===== src/rtl/seg7_bcd_counter_scan_if.sv =====
// Control and display bundle between the board switches/pins and seg7_bcd_counter_scan.
// The master side drives the controls; the slave side (the counter/scanner) drives the display.
interface seg7_bcd_counter_scan_if #(
  parameter int NUM_DIGITS = 8
);
  logic                      enable;
  logic                      up_down;
  logic                      load;
  logic [4*NUM_DIGITS-1:0]   load_val;
  logic                      blank_lz;
  logic [NUM_DIGITS-1:0]     dp_mask;
  logic [4*NUM_DIGITS-1:0]   count;
  logic                      wrap;
  logic [NUM_DIGITS-1:0]     AN;
  logic [6:0]                cathode;
  logic                      DP;

  modport master (
    output enable, up_down, load, load_val, blank_lz, dp_mask,
    input  count, wrap, AN, cathode, DP
  );

  modport slave (
    input  enable, up_down, load, load_val, blank_lz, dp_mask,
    output count, wrap, AN, cathode, DP
  );
endinterface


===== src/rtl/seg7_bcd_counter_scan.sv =====
// N-digit BCD up/down counter with prescaled tick, parallel load and wrap pulse,
// plus a free-running time-multiplexed 7-segment scanner with leading-zero blanking.
module seg7_bcd_counter_scan #(
  parameter int NUM_DIGITS = 8,
  parameter int COUNT_DIV  = 10_000_000,
  parameter int SCAN_DIV   = 100_000
) (
  input logic                    clk,
  input logic                    reset,
  seg7_bcd_counter_scan_if.slave bus
);

  localparam int W  = 4 * NUM_DIGITS;
  localparam int PW = (COUNT_DIV > 1) ? $clog2(COUNT_DIV) : 1;
  localparam int SW = (SCAN_DIV > 1) ? $clog2(SCAN_DIV) : 1;
  localparam int IW = (NUM_DIGITS > 1) ? $clog2(NUM_DIGITS) : 1;

  localparam logic [PW-1:0] PRESC_LAST = PW'(COUNT_DIV - 1);
  localparam logic [SW-1:0] SCAN_LAST  = SW'(SCAN_DIV - 1);
  localparam logic [IW-1:0] IDX_LAST   = IW'(NUM_DIGITS - 1);

  logic [PW-1:0]         presc_r;
  logic [SW-1:0]         scan_r;
  logic [IW-1:0]         idx_r;
  logic [W-1:0]          count_r;
  logic                  wrap_r;
  logic [NUM_DIGITS-1:0] an_r;
  logic [6:0]            cathode_r;
  logic                  dp_r;

  logic                  tick_s;
  logic [W-1:0]          step_val_s;
  logic                  step_carry_s;
  logic [3:0]            step_dig_s;
  logic [W-1:0]          load_sat_s;
  logic [NUM_DIGITS-1:0] lz_s;
  logic                  zero_run_s;
  logic                  hit_s;
  logic [NUM_DIGITS-1:0] an_s;
  logic [3:0]            sel_digit_s;
  logic                  sel_blank_s;
  logic                  sel_dp_s;

  function automatic logic [6:0] seg_decode(input logic [3:0] d);
    logic [6:0] seg;
    case (d)
      4'd0:    seg = 7'b1000000;
      4'd1:    seg = 7'b1111001;
      4'd2:    seg = 7'b0100100;
      4'd3:    seg = 7'b0110000;
      4'd4:    seg = 7'b0011001;
      4'd5:    seg = 7'b0010010;
      4'd6:    seg = 7'b0000010;
      4'd7:    seg = 7'b1111000;
      4'd8:    seg = 7'b0000000;
      4'd9:    seg = 7'b0010000;
      default: seg = 7'b1111111;
    endcase
    return seg;
  endfunction

  function automatic logic [3:0] bcd_sat(input logic [3:0] d);
    return (d > 4'd9) ? 4'd9 : d;
  endfunction

  assign tick_s = bus.enable & (presc_r == PRESC_LAST);

  // Prescaler: runs only while enabled, restarts on load or at terminal count
  always_ff @(posedge clk or negedge reset) begin
    if (!reset) begin
      presc_r <= {PW{1'b0}};
    end else if (bus.load || tick_s) begin
      presc_r <= {PW{1'b0}};
    end else if (bus.enable) begin
      presc_r <= presc_r + PW'(1);
    end else begin
      presc_r <= presc_r;
    end
  end

  // Next count for one tick; the carry/borrow surviving the top digit is the wrap
  always_comb begin
    step_val_s   = {W{1'b0}};
    step_carry_s = 1'b1;
    step_dig_s   = 4'd0;
    for (int i = 0; i < NUM_DIGITS; i++) begin
      step_dig_s = count_r[4*i +: 4];
      if (step_carry_s == 1'b0) begin
        step_val_s[4*i +: 4] = step_dig_s;
      end else if (bus.up_down) begin
        if (step_dig_s == 4'd9) begin
          step_val_s[4*i +: 4] = 4'd0;
        end else begin
          step_val_s[4*i +: 4] = step_dig_s + 4'd1;
          step_carry_s         = 1'b0;
        end
      end else begin
        if (step_dig_s == 4'd0) begin
          step_val_s[4*i +: 4] = 4'd9;
        end else begin
          step_val_s[4*i +: 4] = step_dig_s - 4'd1;
          step_carry_s         = 1'b0;
        end
      end
    end
  end

  // Out-of-range load digits are clamped to 9 so the count always stays valid BCD
  always_comb begin
    load_sat_s = {W{1'b0}};
    for (int i = 0; i < NUM_DIGITS; i++) begin
      load_sat_s[4*i +: 4] = bcd_sat(bus.load_val[4*i +: 4]);
    end
  end

  // Counter and wrap pulse; load takes priority over a coincident tick
  always_ff @(posedge clk or negedge reset) begin
    if (!reset) begin
      count_r <= {W{1'b0}};
      wrap_r  <= 1'b0;
    end else if (bus.load) begin
      count_r <= load_sat_s;
      wrap_r  <= 1'b0;
    end else if (tick_s) begin
      count_r <= step_val_s;
      wrap_r  <= step_carry_s;
    end else begin
      count_r <= count_r;
      wrap_r  <= 1'b0;
    end
  end

  // Scan divider and digit index, free-running regardless of enable
  always_ff @(posedge clk or negedge reset) begin
    if (!reset) begin
      scan_r <= {SW{1'b0}};
      idx_r  <= {IW{1'b0}};
    end else if (scan_r == SCAN_LAST) begin
      scan_r <= {SW{1'b0}};
      idx_r  <= (idx_r == IDX_LAST) ? {IW{1'b0}} : idx_r + IW'(1);
    end else begin
      scan_r <= scan_r + SW'(1);
      idx_r  <= idx_r;
    end
  end

  // lz_s[i] marks that digit i and everything above it are zero
  always_comb begin
    lz_s       = {NUM_DIGITS{1'b0}};
    zero_run_s = 1'b1;
    for (int i = NUM_DIGITS - 1; i >= 0; i--) begin
      zero_run_s = zero_run_s & (count_r[4*i +: 4] == 4'd0);
      lz_s[i]    = zero_run_s;
    end
  end

  // Select the scanned digit, its blanking and DP as one-hot AND-OR muxes
  always_comb begin
    an_s        = {NUM_DIGITS{1'b1}};
    sel_digit_s = 4'd0;
    sel_blank_s = 1'b0;
    sel_dp_s    = 1'b0;
    hit_s       = 1'b0;
    for (int i = 0; i < NUM_DIGITS; i++) begin
      hit_s       = (idx_r == IW'(i));
      an_s[i]     = ~hit_s;
      sel_digit_s = sel_digit_s | (hit_s ? count_r[4*i +: 4] : 4'd0);
      sel_blank_s = sel_blank_s | (hit_s & bus.blank_lz & lz_s[i] & (i > 0));
      sel_dp_s    = sel_dp_s | (hit_s & bus.dp_mask[i]);
    end
  end

  // Registered pin drivers, all active-low
  always_ff @(posedge clk or negedge reset) begin
    if (!reset) begin
      an_r      <= {NUM_DIGITS{1'b1}};
      cathode_r <= 7'h7F;
      dp_r      <= 1'b1;
    end else begin
      an_r      <= an_s;
      cathode_r <= sel_blank_s ? 7'h7F : seg_decode(sel_digit_s);
      dp_r      <= ~sel_dp_s;
    end
  end

  assign bus.count   = count_r;
  assign bus.wrap    = wrap_r;
  assign bus.AN      = an_r;
  assign bus.cathode = cathode_r;
  assign bus.DP      = dp_r;

endmodule

===== src/flat_wrapper.sv =====
// flat-port wrapper written by rule: the top's interface ports become plain ports
module seg7_bcd_counter_scan_flat 
#(
  parameter int NUM_DIGITS = 8,
  parameter int COUNT_DIV  = 10_000_000,
  parameter int SCAN_DIV   = 100_000
)
  (clk, reset, bus_enable, bus_up_down, bus_load, bus_load_val, bus_blank_lz, bus_dp_mask, bus_count, bus_wrap, bus_AN, bus_cathode, bus_DP);
  seg7_bcd_counter_scan_if #(.NUM_DIGITS(NUM_DIGITS)) bus_i ();
  input logic clk;
  input logic reset;
  input wire logic [$bits(bus_i.enable)-1:0] bus_enable;
  input wire logic [$bits(bus_i.up_down)-1:0] bus_up_down;
  input wire logic [$bits(bus_i.load)-1:0] bus_load;
  input wire logic [$bits(bus_i.load_val)-1:0] bus_load_val;
  input wire logic [$bits(bus_i.blank_lz)-1:0] bus_blank_lz;
  input wire logic [$bits(bus_i.dp_mask)-1:0] bus_dp_mask;
  output wire logic [$bits(bus_i.count)-1:0] bus_count;
  output wire logic [$bits(bus_i.wrap)-1:0] bus_wrap;
  output wire logic [$bits(bus_i.AN)-1:0] bus_AN;
  output wire logic [$bits(bus_i.cathode)-1:0] bus_cathode;
  output wire logic [$bits(bus_i.DP)-1:0] bus_DP;
  assign bus_i.enable = bus_enable;
  assign bus_i.up_down = bus_up_down;
  assign bus_i.load = bus_load;
  assign bus_i.load_val = bus_load_val;
  assign bus_i.blank_lz = bus_blank_lz;
  assign bus_i.dp_mask = bus_dp_mask;
  assign bus_count = bus_i.count;
  assign bus_wrap = bus_i.wrap;
  assign bus_AN = bus_i.AN;
  assign bus_cathode = bus_i.cathode;
  assign bus_DP = bus_i.DP;
  seg7_bcd_counter_scan #(.NUM_DIGITS(NUM_DIGITS), .COUNT_DIV(COUNT_DIV), .SCAN_DIV(SCAN_DIV)) u_core (.clk(clk), .reset(reset), .bus(bus_i));
endmodule

===== config.mk =====
export PLATFORM = sky130hd
export DESIGN_NAME = seg7_bcd_counter_scan_flat
export DESIGN_NICKNAME = d
export VERILOG_FILES = /design/src/rtl/seg7_bcd_counter_scan_if.sv /design/src/rtl/seg7_bcd_counter_scan.sv /design/src/flat_wrapper.sv
export SDC_FILE = /design/constraint.sdc
export NUM_CORES = 1
export LEC_CHECK = 0
export ABC_AREA = 1
export CAP_MARGIN = 20
export CELL_PAD_IN_SITES_DETAIL_PLACEMENT = 1
export CELL_PAD_IN_SITES_GLOBAL_PLACEMENT = 1
export CORE_MARGIN = 2
export CORE_UTILIZATION = 43
export DETAILED_ROUTE_END_ITERATION = 10
export HOLD_SLACK_MARGIN = 0.02
export PLACE_DENSITY = 0.88
export SLEW_MARGIN = 20
export SYNTH_ARGS = -nofsm -noshare
export SYNTH_HDL_FRONTEND = slang
export SYNTH_SLANG_ARGS = --single-unit

===== constraint.sdc =====
create_clock -name clk -period 5.2 [get_ports clk]
set_clock_uncertainty 0.1 [all_clocks]
set_input_delay 1.56 -clock clk [delete_from_list [all_inputs] [get_ports clk]]
set_output_delay 1.56 -clock clk [all_outputs]
set_load 0.01 [all_outputs]

After elaboration in Yosys (flattened, before gate mapping)
Memory sizes are Yosys's and may differ from the RTL's.
Index checks and enable logic that the tools add are counted.

cells by class
  add/sub/neg operators = 19
  $lt $le $gt $ge = 8
  equal/unequal tests = 17
  multiplexer cells = 87
  bitwise logic cells = 58
  reductions and logical operators = 26

operators by type and width
  kind                   number
  $mux 4                 47
  $mux 32                2
  $mux 24                2
  $mux 1                 33
  $add 4x1->4 const B    8
  $eq 4x4->1 const B     8
  $gt 4x4->1 const B     8
  $logic_not 4->1        8
  $sub 4x1->4 const B    8
  $and 1x1->1            29
  $or 4x4->4             7
  $add 24x1->24 const B  1
  $eq 24x24->1 const B   1
  $reduce_bool 2->1      9
  $add 17x1->17 const B  1
  $eq 17x17->1 const B   1
  $mux 17                1
  $reduce_and 2->1       7
  $or 1x1->1             13
  $eq 3x3->1 const B     4
  $not 1->1              9
  $mux 7                 1
  $eq 3x2->1 const B     2
  $add 3x1->3 const B    1
  other kinds (4)        4

word-level totals
  register bits = 93
  memory bits (read-only) = 112
  bits of input ports = 46
  output and inout bits = 49
  memories = 1

memories
  memory            depth  width  rd ports  clocked after Yosys merged registers in  wr ports  RTL line                     source
  (name not given)  16     7      1         0                                        0         seg7_bcd_counter_scan.sv:46  case (d)

Logic depth before layout (Yosys ltp)
Gate-level depths: netlist of run 1.

  depth after elaboration = 15
  gate-level depth with buffers = 16
  gate-level depth less buffers = 16

Worst setup path before layout of run 1
No wires, ideal clock.

  path kind = input-to-reg
  start = in bus_enable
  end = reg u_core.count_r[16], in the netlist u_core.bus.count[16]
  library setup time = 66 ps
  arrival = 2,635 ps
  data required time = 5,034 ps
  path slack = 2,400 ps
  stages = 11
  buffers on the path = 1
  path through = buf_4 nand2_1 inv_2 nand2_1 nor3_2 nand4_2 nor2_4 nand3b_2 nand2_2 nand2_1 nand2_1

on the way
  word-level cells in the longest chain between the ends = 3

ends and longest elaborated chain
  item                         RTL line                      source
  from (decl)                  flat_wrapper.sv:12            input wire logic [$bits(bus_i.enable)-1:0] bus_enable;
  $and 1x1->1                  seg7_bcd_counter_scan.sv:66   assign tick_s = bus.enable & (presc_r == PRESC_LAST);
  $reduce_bool 2->1 (no line)  -
  $reduce_and 2->1 (no line)   -
  to (signal assigned)         seg7_bcd_counter_scan.sv:119  count_r <= {W{1'b0}};
  to (signal assigned)         seg7_bcd_counter_scan.sv:122  count_r <= load_sat_s;
  to (signal assigned)         seg7_bcd_counter_scan.sv:125  count_r <= step_val_s;
  to (decl)                    seg7_bcd_counter_scan.sv:25   logic [W-1:0] count_r;

Every way passes these cells.
A chain may end at the register's enable or synchronous reset.

Final worst setup path of run 1
  start = in bus_enable
  end = reg u_core.presc_r[16]

on the way
  word-level cells in the longest chain between the ends = 3
  elaborated cells on any way between the ends = 4
  classes of those cells = mux: 1; bitwise: 1; reduce/logical: 2

ends and longest elaborated chain
  item                                          RTL line                     source
  $and 1x1->1                                   seg7_bcd_counter_scan.sv:66
  $logic_or 1x1->1                              seg7_bcd_counter_scan.sv:72  end else if (bus.load || tick_s) begin
  $mux 24 or $reduce_bool 2->1 (tied branches)  -
  to (signal assigned)                          seg7_bcd_counter_scan.sv:71  presc_r <= {PW{1'b0}};
  to (signal assigned)                          seg7_bcd_counter_scan.sv:73  presc_r <= {PW{1'b0}};
  to (signal assigned)                          seg7_bcd_counter_scan.sv:75  presc_r <= presc_r + PW'(1);
  to (decl)                                     seg7_bcd_counter_scan.sv:22  logic [PW-1:0] presc_r;

Several ways; a longest one is shown, not always the timed one.

==> results of run 1 <==
[worst reg2reg max path, delay by kind of cell (launching register included)]
kind,cells,cell delay [ns]
fa+ha+maj,2,0.51
flops,1,0.41
buf+inv,4,0.45
compound gates,1,0.12
simple gates,7,1.02
[where the power goes]
part | internal, mW | switching (mW)
Combinational | 0.231 | 0.303
Clock | 0.519 | 0.309
Sequential | 0.779 | 0.0875
[state kept, by name, indices dropped and copies added, names as in the netlist]
signal              flops
u_core.bus.cathode      7
u_core.idx_r            3
u_core.bus.DP           1
u_core.bus.wrap         1
u_core.bus.AN           8
u_core.presc_r         24
u_core.bus.count       32
u_core.scan_r          17
[routing by layer]
metal	vias to the layer above	track usage [%]
met5	-	0
met4	0	10.4
met3	37	4.02
met2	153	45.8
met1	3210	34.1
li1	3151	-
[worst min-delay path by stage]
stage	start	endpoint	slack, ns	cells past startpoint
after global placement	u_core.scan_r[0]	u_core.scan_r[0]	0.35	1
final	u_core.scan_r[0]	u_core.scan_r[0]	0.37	1
after floorplan	u_core.scan_r[0]	u_core.scan_r[0]	0.33	1
after global routing	u_core.scan_r[0]	u_core.scan_r[0]	0.40	1
after detailed placement	u_core.scan_r[0]	u_core.scan_r[0]	0.35	1
after CTS	u_core.scan_r[0]	u_core.scan_r[0]	0.37	1
[cell families after synthesis]
group / Yosys count / synth area share [%]
AOI/OAI and AO/OA: 172 / 15.8
DFF: 93 / 37.2
adders and majority gates: 11 / 2.18
and+or+nand+nor: 466 / 34.1
xor gates and xnor gates: 16 / 2.22
buffers and inverters: 136 / 8.52
[layout by cell type (no fill, tap or decap), types with 9 or more instances in the layout]
cell | synthesis | routed
sky130_fd_sc_hd__o21ai_0 | 59 | 59
sky130_fd_sc_hd__nand3_1 | 72 | 72
sky130_fd_sc_hd__dfrtp_1 | 77 | 77
sky130_fd_sc_hd__nor2_2 | 11 | 11
sky130_fd_sc_hd__a21oi_1 | 53 | 53
sky130_fd_sc_hd__clkbuf_16 | 0 | 9
sky130_fd_sc_hd__ha_1 | 11 | 11
sky130_fd_sc_hd__o211ai_1 | 10 | 10
sky130_fd_sc_hd__inv_1 | 103 | 102
sky130_fd_sc_hd__nand4_1 | 21 | 21
sky130_fd_sc_hd__o21ai_1 | 10 | 10
sky130_fd_sc_hd__nor3_1 | 21 | 21
sky130_fd_sc_hd__nor2_1 | 73 | 73
sky130_fd_sc_hd__nand2_1 | 227 | 227
sky130_fd_sc_hd__inv_2 | 10 | 11
sky130_fd_sc_hd__dfstp_2 | 16 | 16
sky130_fd_sc_hd__xor2_1 | 14 | 14
sky130_fd_sc_hd__clkdlybuf4s50_1 | 0 | 93
[final cells by class]
type,instances,area (sq um),share of cell area (%)
timing repair buffer,100,983,12.6
clock inverter,6,135,1.74
inverter,113,424,5.45
sequential,93,2350,30.2
tap,184,230,2.96
clock buffer,10,229,2.94
multi-input combinational,665,3430,44.1
==> results list, run 1 <==
- The most used flip-flop cell after synthesis is sky130_fd_sc_hd__dfrtp_1.
- After synthesis the cells add up to 0.00631 sq mm.
- Setup repair after global routing left no endpoint under its margin.
* Period Utilization, post-route: 71.9%
* Headroom to the max-slew limit: 38.2%
* Insertion delay to the later sink of the worst-skew pair: 0.36 ns
* Post-Synthesis Net Count: 951
- The clock tree synthesis step divided the H-tree into 3 levels.
* Number of setup violations in the final report: 0
* Share of Yosys cell area claimed by the top area cell type: 30.5%
* IO Count: 95
- Post-cts hold buffer count: 0
- In the final layout, the share of cells above drive strength 1 is 9.63%.
* Maximum number of pins on one net before global-route repair: 70
- Biggest area consumer among synthesized cells: sky130_fd_sc_hd__dfrtp_1
- After the flow finishes, the layout carries non-filler instances totaling 1,171.
- After synthesis, the share of flip-flops with an asynchronous set or reset is 100%.
- Metal3 WL: 924 um
- Clk buf depth: 2
* Count of buffers inserted at the top-level ports: 94
- The first global-routing pass estimated 34,100 um of wire.
* HP Class: flip-flop to flip-flop
- Power Density: 287 mW/mm^2
- Signal routing reaches up to met4.
* DR DRC count: 0
* Count of instances resized after the clock tree is built: 0
* Outcome: finished, final reports clean
- The clock drives 93 sinks.
- For this block, wires on met1 add up to 9210 um.
- In the final routed layout, each cell accounts on average for 17.6 um.
* Clock transition at the registers of the reported paths: 0.07 ns
- Grt total ovfl: 0
- Delay of the slowest critical-path stage: 0.72 ns
- Dividing the detail-routed via count by the number of cells gives 5.59.
- Global Route Usage Sum: 26.7%
- The detail route stage leaves a number of antenna-violating nets equal to 0.
- Post-place instance area: 0.00741 sq mm
- Tmin final: 3.74 ns
- The number of global-route vias before repair came to 6,685.
* Horizontal die dimension: 125 um
- The worst register-to-register path has a setup slack of 2.52 ns.
* Total Die Area: 0.0157 sq mm
* Average footprint of a synthesized cell: 7.06 sq um
- At the end of routability-driven placement, the weighted congestion stood at 0.864.
- Worst Setup EP: u_core.presc_r[16]
- In this run, synthesis inferred 0 flip-flops with an integrated enable.
* Diodes inserted: 0
- After clock tree synthesis, the setup repair step added 0 buffers.
* Peak supply drop: 155 uV
- Power after layout: 2.23 mW
- Total of warnings raised by yosys: 0
- Total leakage power: 3.55 nW
- Counting distinct cell types in the post-synthesis netlist gives 49.
* Post-Place Cells: 1,155
- For the pin with the worst max-slew slack, the measured transition is 0.926 ns.
* Final Hold Viols: 0
- Together, buffers and inverters on the worst path number 2.
- The initial antenna violation count is 0.
- Die Height: 125 um
- Setup total negative slack on the finished layout was measured at 0 ns.
* Area growth from synthesis to final layout: 23.2%
- Static timing analysis puts the maximum clock frequency at 0.267 GHz.
* Cell count after synthesis: 894
- By instance count, the cell type seen most on the critical path is sky130_fd_sc_hd__nand4_1.
- The pre-antenna-repair detailed-routing pass consisted of 5 iterations.
- Detailed-route via count: 6,551
- Final-report max-slew violation count: 0
* Critical path data required time: 5.34 ns
* Hold Worst Slack: 0.368 ns
- Summed area of non-filler cells in the final layout: 0.00778 sq mm
- Among cell families on the critical path, the largest total delay comes from buffers and inverters.
* Number of max-cap violations: 0
- Buffers inserted during clock tree synthesis total 9.
- Prior to clock tree synthesis, the placed netlist has a worst setup slack of 1.13 ns.
- Final nets: 1,039
- Startpoint type of the worst setup path: primary input
- Measured on the finished design, the core utilization comes to 53.9%.
- The initial utilization of the core area, before any placement, comes to 43.8%.
- Endpoint of the lowest-slack register-to-register path: u_core.bus.cathode[3]
- Critical register-to-register path startpoint: u_core.idx_r[1]
* Slowest cell on the critical path: sky130_fd_sc_hd__clkdlybuf4s50_1
* Number of fill cells in the layout: 1,861
- Core box area: 0.0144 sq mm
- Most frequent cell after synthesis: sky130_fd_sc_hd__nand2_1
- Summing the sequential cell areas from Yosys gives 37.2% of the chip area.
* Iter 0 DRT Violations: 464
- Leading post-synthesis cells by cell area: sky130_fd_sc_hd__dfrtp_1, sky130_fd_sc_hd__nand2_1, sky130_fd_sc_hd__dfstp_2, sky130_fd_sc_hd__inv_1, sky130_fd_sc_hd__nand3_1
- Most frequent cells after synthesis: sky130_fd_sc_hd__nand2_1, sky130_fd_sc_hd__inv_1, sky130_fd_sc_hd__dfrtp_1
- The critical path is of the primary input to flip-flop type.
- CTS placed an instance of sky130_fd_sc_hd__clkbuf_16 at the clock tree root.
- Along the worst path, the maximum fanout reaches 15.
- After layout, the worst setup slack is 1.46 ns.
- At the worst endpoint, the arrival time is 3.87 ns.
- Wire length on met2: 10,000 um
- Worst-path cell chain: clkdlybuf4s50_1 > nand4_1 > nor2_1 > nand4_1 > nand2_1 > inv_1 > o21ai_1 > a22oi_1
- The worst setup path is captured at a flip-flop.
* Worst reg-to-reg path cell count: 14
* CP startpoint: bus_enable
* Total of flip-flops plus latches after synthesis: 93
* CTS tree: built
* Crit path depth: 8
- DP HPWL: 15,000 um
- Wires add up to 20,700 um.
- Row generation in the floorplan step produced 44 rows.
Note: power is estimated with default switching activity, not from simulation.
==> run 2, diff against run 1 <==
Settings changed: CORE_UTILIZATION 43 to 40, PLACE_DENSITY 0.88 to 0.83.
Clock period 5.2 ns to 3.67 ns, I/O delays scaled along.
==> run 2 against run 1 <==
Flip-flop and latch count stayed put. Routed wire length is 0.73% lower. Core utilization is 3.1 points lower. Combinational power is 42% higher. Die area is 7.3% higher. Critical path type unchanged. Critical endpoint unchanged. Highest routed layer unchanged.
==> results list, run 2 (synthesis results as in run 1) <==
- Global Route Usage Sum: 25.3% (-1.4 points)
* FF/Latch Area: 0.00235 sq mm (unchanged)
- The clock-pin slew on the worst setup and hold paths came to 0.07 ns (about the same).
- The worst hold path begins at u_core.scan_r[16].
- The flip-flop count of the largest register, all copies and words added came to 32 (unchanged).
- Critical path data required time: 3.80 ns (-1.54 ns)
- The effective utilization at floorplan came to 41.2% (-2.5 points).
- Setup slack, reg-to-reg: 0.95 ns (-1.57 ns)
- Insertion delay to the later sink of the worst-skew pair: 0.35 ns (about the same)
- The initial antenna violation count was 0 (unchanged).
- The number of DRC violations after detailed-routing iteration 0 is 297 (-36%).
* Endpoint of the lowest-slack register-to-register path: u_core.bus.cathode[3]
- The final cell area excluding filler cells is 0.00779 sq mm (+0.13%).
- The total power per unit cell area was 376 mW/mm^2 (+31%).
* Least-Margin Pin Slew: 0.606 ns (-0.320 ns)
* Slowest cell on the critical path: sky130_fd_sc_hd__clkdlybuf4s50_1
- The I/O pin total was 95 (unchanged).
- The flow ran to the end, and the final reports show no timing, DRC or antenna violations.
- The CTS H-tree depth came to 3 (unchanged).
* Area growth from synthesis to final layout: 23.3%
* Critical path capture point type: flip-flop
- The maximum clock insertion buffer count was 2 (unchanged).
* Area of the multi-input gates: 0.00343 sq mm (unchanged)
* DR DRC count: 0 (unchanged)
* Critical path's most frequent cell: sky130_fd_sc_hd__nand4_1
- Setup repair after global routing left no endpoint under its margin.
* Final nets: 1,043 (+0.38%)
- Count of buffers inserted at the top-level ports: 94 (unchanged)
* Final-report max-slew violation count: 0 (unchanged)
* Number of setup violations in the final report: 0 (unchanged)
- Post-place instance area: 0.00749 sq mm (+1.0%)
- Crit-path max FO: 9 (-6)
* CTS tree: built
* Critical register-to-register path startpoint: u_core.idx_r[1]
* Period Utilization, post-route: 79.5%
- The routability congestion estimate from global placement is 0.864 (about the same).
- Highest-count cells in the layout ignoring fill and taps: sky130_fd_sc_hd__nand2_1, sky130_fd_sc_hd__inv_1, sky130_fd_sc_hd__clkdlybuf4s50_1, sky130_fd_sc_hd__dfrtp_1, sky130_fd_sc_hd__nor2_1
- The wire length of the first global-routing pass is 33,800 um (-0.83%).
- Slack of the critical path: 0.751 ns (-0.710 ns)
* Die Height: 130 um (+3.6%)
- The largest voltage drop on the vdd net came to 232 uV (+50%).
* Number of global-route vias before repair: 6,639 (-0.69%)
* Maximum number of pins on one net before global-route repair: 55 (-21%)
- Class of the most critical setup path: primary input to flip-flop
- Core box area: 0.0153 sq mm (+6.2%)
- After layout, the minimum clock period comes to 2.92 ns.
- The accumulated negative setup slack was 0 ns (unchanged).
- The number of hold violations in the final report is 0 (unchanged).
- Crit path arrival time: 3.05 ns (-0.82 ns)
* Headroom to the max-slew limit: 59.2% (+21 points)
* Delay of the slowest critical-path stage: 0.61 ns (-0.11 ns)
- Most common cell after layout, fill and taps aside: sky130_fd_sc_hd__nand2_1
- Root buffer cell: sky130_fd_sc_hd__clkbuf_16
- Post-DRT Antenna Nets: 0 (unchanged)
- The worst-case reg-to-reg path depth was 14 (unchanged).
* Diodes inserted: 0 (unchanged)
- The total congestion overflow is 0 (unchanged).
- The full die area came to 0.0168 sq mm (+7.3%).
- Number of buffers added for setup after CTS: 0 (unchanged)
* HP Class: flip-flop to flip-flop
- DP HPWL: 15,700 um (+5.0%)
* Layout cell share with drive strength beyond 1: 10.1% (+0.47 points)
- The post-cts sizing count is 0 (unchanged).
- Cts bufs inserted: 9 (unchanged)
- Routed wire per std cell: 17.1 um (-3.3%)
- Vias/cell: 5.39 (-3.6%)
- Worst-case setup slack after placement: 0.396 ns (-0.730 ns)
- The final routed wirelength across all metal layers was 20,500 um (-0.73%).
- Number of sinks driven by the clock tree: 93 (unchanged)
* Number of fill cells in the layout: 1,994 (+7.1%)
* Detailed-route via count: 6,481 (-1.1%)
- STA classifies the critical path startpoint as a primary input.
* DR pass1 iterations: 4 (-1)
- FP Rows: 45 (+2.3%)
- The count of cells along the worst hold path came to 1 (unchanged).
* Horizontal die dimension: 130 um (+3.6%)
* Post-Route Utilization: 50.8% (-3.1 points)
- The max-capacitance violation count came to 0 (unchanged).
- The number of hold-repair buffers added at the cts stage was 0 (unchanged).
* Total leakage power: 3.54 nW (-0.23%)
- The worst hold path terminates at u_core.scan_r[16].
- The signal on the critical path passes through clkdlybuf4s50_1 > nand4_1 > nor2_1 > nand4_1 > nand2_1 > inv_1 > o21ai_1 > a22oi_1.
- Fmax: 0.343 GHz
[run 2: area by class of cell]
type,count,share of cell area [%]
Multi-Input combinational cell,665,44.0
Sequential cell,93,30.1
Timing Repair Buffer,104,13.2
Inverter,113,5.45
Clock buffer,12,3.42
Tap cell,211,3.39
Clock inverter,4,0.402
[run 2: how the worst max path moves through the flow]
stage                          start              endpoint  slack (ns)  depth (start not counted)
after CTS                 bus_enable    u_core.presc_r[16]        0.76                          8
final                     bus_enable    u_core.presc_r[16]        0.75                          8
after global routing      bus_enable    u_core.presc_r[16]        0.62                          8
after global placement    bus_enable    u_core.presc_r[16]        0.52                          8
after detailed placement  bus_enable    u_core.presc_r[16]        0.40                          8
after floorplan           bus_enable  u_core.bus.count[16]        1.33                         11
[run 2: layer usage]
| layer | vias up | wire length (um) | global-route usage [%] |
|---|---|---|---|
| li1 | 3160 | - | - |
| met1 | 3158 | 9280 | 33.3 |
| met2 | 136 | 10100 | 43.8 |
| met3 | 27 | 718 | 3.06 |
| met4 | 0 | 378 | 7.53 |
| met5 | - | 0 | 0 |
[run 2: stage by stage]
stage,hold slack [ns],total power [mW],cells
6_report,0.380,2.93,1202
5_1_grt,0.416,3.09,1202
4_1_cts,0.386,2.95,1202
3_5_place_dp,0.373,2.00,1186
3_3_place_gp,0.360,1.98,1186
2_1_floorplan,0.333,1.64,894
[run 2: critical path: cells and delay by family]
family,cells,cell delay [ns]
AOI/OAI and AO/OA,2,0.26
buffers and inverters,2,0.86
and+or+nand+nor,4,0.82
[run 2: power breakdown]
part | switching, mW | internal, mW
logic | 0.424 | 0.332
registers | 0.126 | 1.10
clock network | 0.429 | 0.517
total | 0.978 | 1.95
==> run 3, diff against run 2 <==
Clock period 3.67 ns to 3 ns, I/O delays scaled along.
==> run 3 against run 2 <==
Sequential share of layout area shrank 0.31 points. Hold slack got worse by 0.012 ns. Core utilization rose by 0.53 points. Via count up 0.65%. Combinational power up 23%. Critical path depth is 7 lower. Flip-flop and latch count is the same. Critical path type is now flip-flop to output pin. Critical endpoint is now bus_count[18].
==> results list, run 3 (synthesis results as in run 1) <==
- The proportion of total power due to net switching came to 32.9% (-0.46 points).
- Post-DRT Antenna Nets: 0 (unchanged)
- The final cell area excluding filler cells was 0.00787 sq mm (+1.0%).
- The I/O pin total is 95 (unchanged).
* Number of flip-flops under the largest register name: 32 (unchanged)
- Highest-count cells in the layout ignoring fill and taps: sky130_fd_sc_hd__nand2_1, sky130_fd_sc_hd__inv_1, sky130_fd_sc_hd__clkdlybuf4s50_1, sky130_fd_sc_hd__dfrtp_1, sky130_fd_sc_hd__nor2_1
* Crit-path max FO: 8 (-1)
- Clock share of power: 33.0% (+0.7 points)
- The internal power contribution was 2.44 mW (+25%).
- The worst setup path is launched from a flip-flop.
- GR Layer Usage met3: 3.96% (+0.91 points)
- Layer with the highest usage after global routing: met2
- The critical path ends at bus_count[18].
- The met1 usage was 32.9% (-0.42 points).
* Die Height: 130 um (unchanged)
- Headroom to the max-slew limit: 53.8% (-5.4 points)
- Area growth from synthesis to final layout: 24.6%
- Net load switching power: 1.20 mW (+22%)
- Insertion delay to the later sink of the worst-skew pair: 0.35 ns (about the same)
* Worst-path cell chain: clkdlybuf4s50_1
- Detailed-route via count: 6,523 (+0.65%)
* Initial core utilization: 41.2% (unchanged)
- The startpoint identified for the worst register-to-register timing path is u_core.idx_r[0].
- HP Class: flip-flop to flip-flop
- The critical path is of the flip-flop to output pin type.
* Total Die Area: 0.0168 sq mm (unchanged)
- Outcome: finished, final reports clean
* Global placer's final weighted congestion: 0.887 (+2.7%)
- CP startpoint: u_core.bus.count[18]
- Routed wire per std cell: 16.8 um (-1.6%)
* Count of buffers inserted at the top-level ports: 94 (unchanged)
- The buffer count from post-CTS setup fixing came to 0 (unchanged).
- The largest voltage drop on the vdd net is 259 uV (+12%).
- Iter 0 DRT Violations: 317 (+6.7%)
* Tmin final: 2.53 ns
- Setup slack, reg-to-reg: 0.48 ns (-0.47 ns)
- TritonCTS built the clock tree.
* Number of max-cap violations: 0 (unchanged)
- The maximum single-stage delay on the critical path came to 0.61 ns (about the same).
- Worst reg-to-reg path cell count: 12 (-2)
- Critical path capture point type: output pin
- The endpoint identified for the worst register-to-register timing path is u_core.bus.cathode[3].
* Number of global-route vias before repair: 6,705 (+0.99%)
- The initial antenna violation count was 0 (unchanged).
- Maximum number of pins on one net before global-route repair: 39 (-29%)
- Global Route Usage Sum: 25.4% (+0.063 points)
* Crit path depth: 1 (-7)
- Final-report max-slew violation count: 0 (unchanged)
- Root buffer cell: sky130_fd_sc_hd__clkbuf_16
- Diodes inserted: 0 (unchanged)
* Grt total ovfl: 0 (unchanged)
* Period Utilization, post-route: 84.4%
- The count of cells along the worst hold path was 1 (unchanged).
- The critical path data required time came to 2.00 ns (-1.80 ns).
- Crit path arrival time: 1.53 ns (-1.52 ns)
- The CTS H-tree depth is 3 (unchanged).
- Clk buf depth: 2 (unchanged)
- Fmax: 0.395 GHz
* Power Density: 462 mW/mm^2 (+23%)
* Count of instances resized after the clock tree is built: 0 (unchanged)
* Most common cell after layout, fill and taps aside: sky130_fd_sc_hd__nand2_1
* Crit path buf inv count: 1 (-1)
- The accumulated negative setup slack is 0 ns (unchanged).
* Final Hold Viols: 0 (unchanged)
* Core box area: 0.0153 sq mm (unchanged)
* Top delay family on crit path: buffers and inverters
- The number of core rows is 45 (unchanged).
- Clock transition at the registers of the reported paths: 0.07 ns (about the same)
- The standby leakage power was 3.59 nW (+1.2%).
- The power share of the combinational group was 25.6% (-0.2 points).
- The standard cell area after detailed placement is 0.00756 sq mm (+0.94%).
- Overall routed net length: 20,300 um (-1.1%)
* DP HPWL: 15,600 um (-1.1%)
- Horizontal die dimension: 130 um (unchanged)
- Vias/cell: 5.40 (+0.15%)
- The wire length of the first global-routing pass was 33,900 um (+0.22%).
- Cts bufs inserted: 9 (unchanged)
- Among all stages on the critical path, the largest delay is contributed by sky130_fd_sc_hd__clkdlybuf4s50_1.
- Setup repair after global routing left no endpoint under its margin.
* Number of sinks driven by the clock tree: 93 (unchanged)
- The actual transition at the worst max-transition pin came to 0.687 ns (+0.0807 ns).
- The number of search-and-repair iterations in the first detailed-routing pass is 5 (+1).
- The share of final-layout standard cells stronger than drive strength 1 came to 10.6% (+0.54 points).
* Met2 GRT Util: 44.7% (+0.92 points)
- The number of nets in the layout is 1,049 (+0.58%).
- The total DRC errors in the routed layout was 0 (unchanged).
- Number of setup violations in the final report: 0 (unchanged)
- Post-cts hold buffer count: 0 (unchanged)
* Part of the total power dissipated in sequential elements: 41.4% (-0.5 points)
-- run 3: power by group through the flow --
stage | sequential (mW) | clock (mW) | combinational, mW
after floorplan | 1.51 | 0 | 0.496
after global placement | 1.52 | 0 | 0.906
after detailed placement | 1.53 | 0 | 0.925
after CTS | 1.50 | 1.23 | 0.935
after global routing | 1.52 | 1.27 | 1.04
final | 1.51 | 1.20 | 0.932
-- run 3: worst min-delay path by stage --
stage	from	to
floorplan	u_core.scan_r[0]	u_core.scan_r[0]
global placement	u_core.scan_r[0]	u_core.scan_r[0]
detailed placement	u_core.scan_r[0]	u_core.scan_r[0]
CTS	u_core.scan_r[0]	u_core.scan_r[0]
global route	u_core.scan_r[0]	u_core.scan_r[0]
finish	u_core.scan_r[0]	u_core.scan_r[0]
-- run 3: cell type report --
cell class | count | area [sq um]
Clock inverter | 6 | 70.1
Inverter | 113 | 424
Tap cell | 211 | 264
Timing Repair Buffer | 110 | 1100
Multi-Input combinational cell | 665 | 3430
Fill cell | 2003 | 7450
Clock buffer | 10 | 239
Sequential cell | 93 | 2350
-- run 3: metal layers --
layer,vias to the layer above,wire [um],part of all wire [%]
met5,-,0,0
li1,3177,-,-
met3,22,774,3.8
met4,0,262,1.3
met1,3179,9310,46
met2,145,9930,49
-- run 3: stage by stage --
stage	instances	total power, mW	util, %	setup slack [ns]	hold slack (ns)
2_1_floorplan	894	2.01	-	0.807	0.333
3_3_place_gp	1192	2.43	49.4	0.253	0.357
3_5_place_dp	1192	2.45	49.4	0.207	0.356
4_1_cts	1208	3.67	51.4	0.461	0.372
5_1_grt	1208	3.83	51.4	0.253	0.422
6_report	1208	3.64	51.4	0.469	0.369
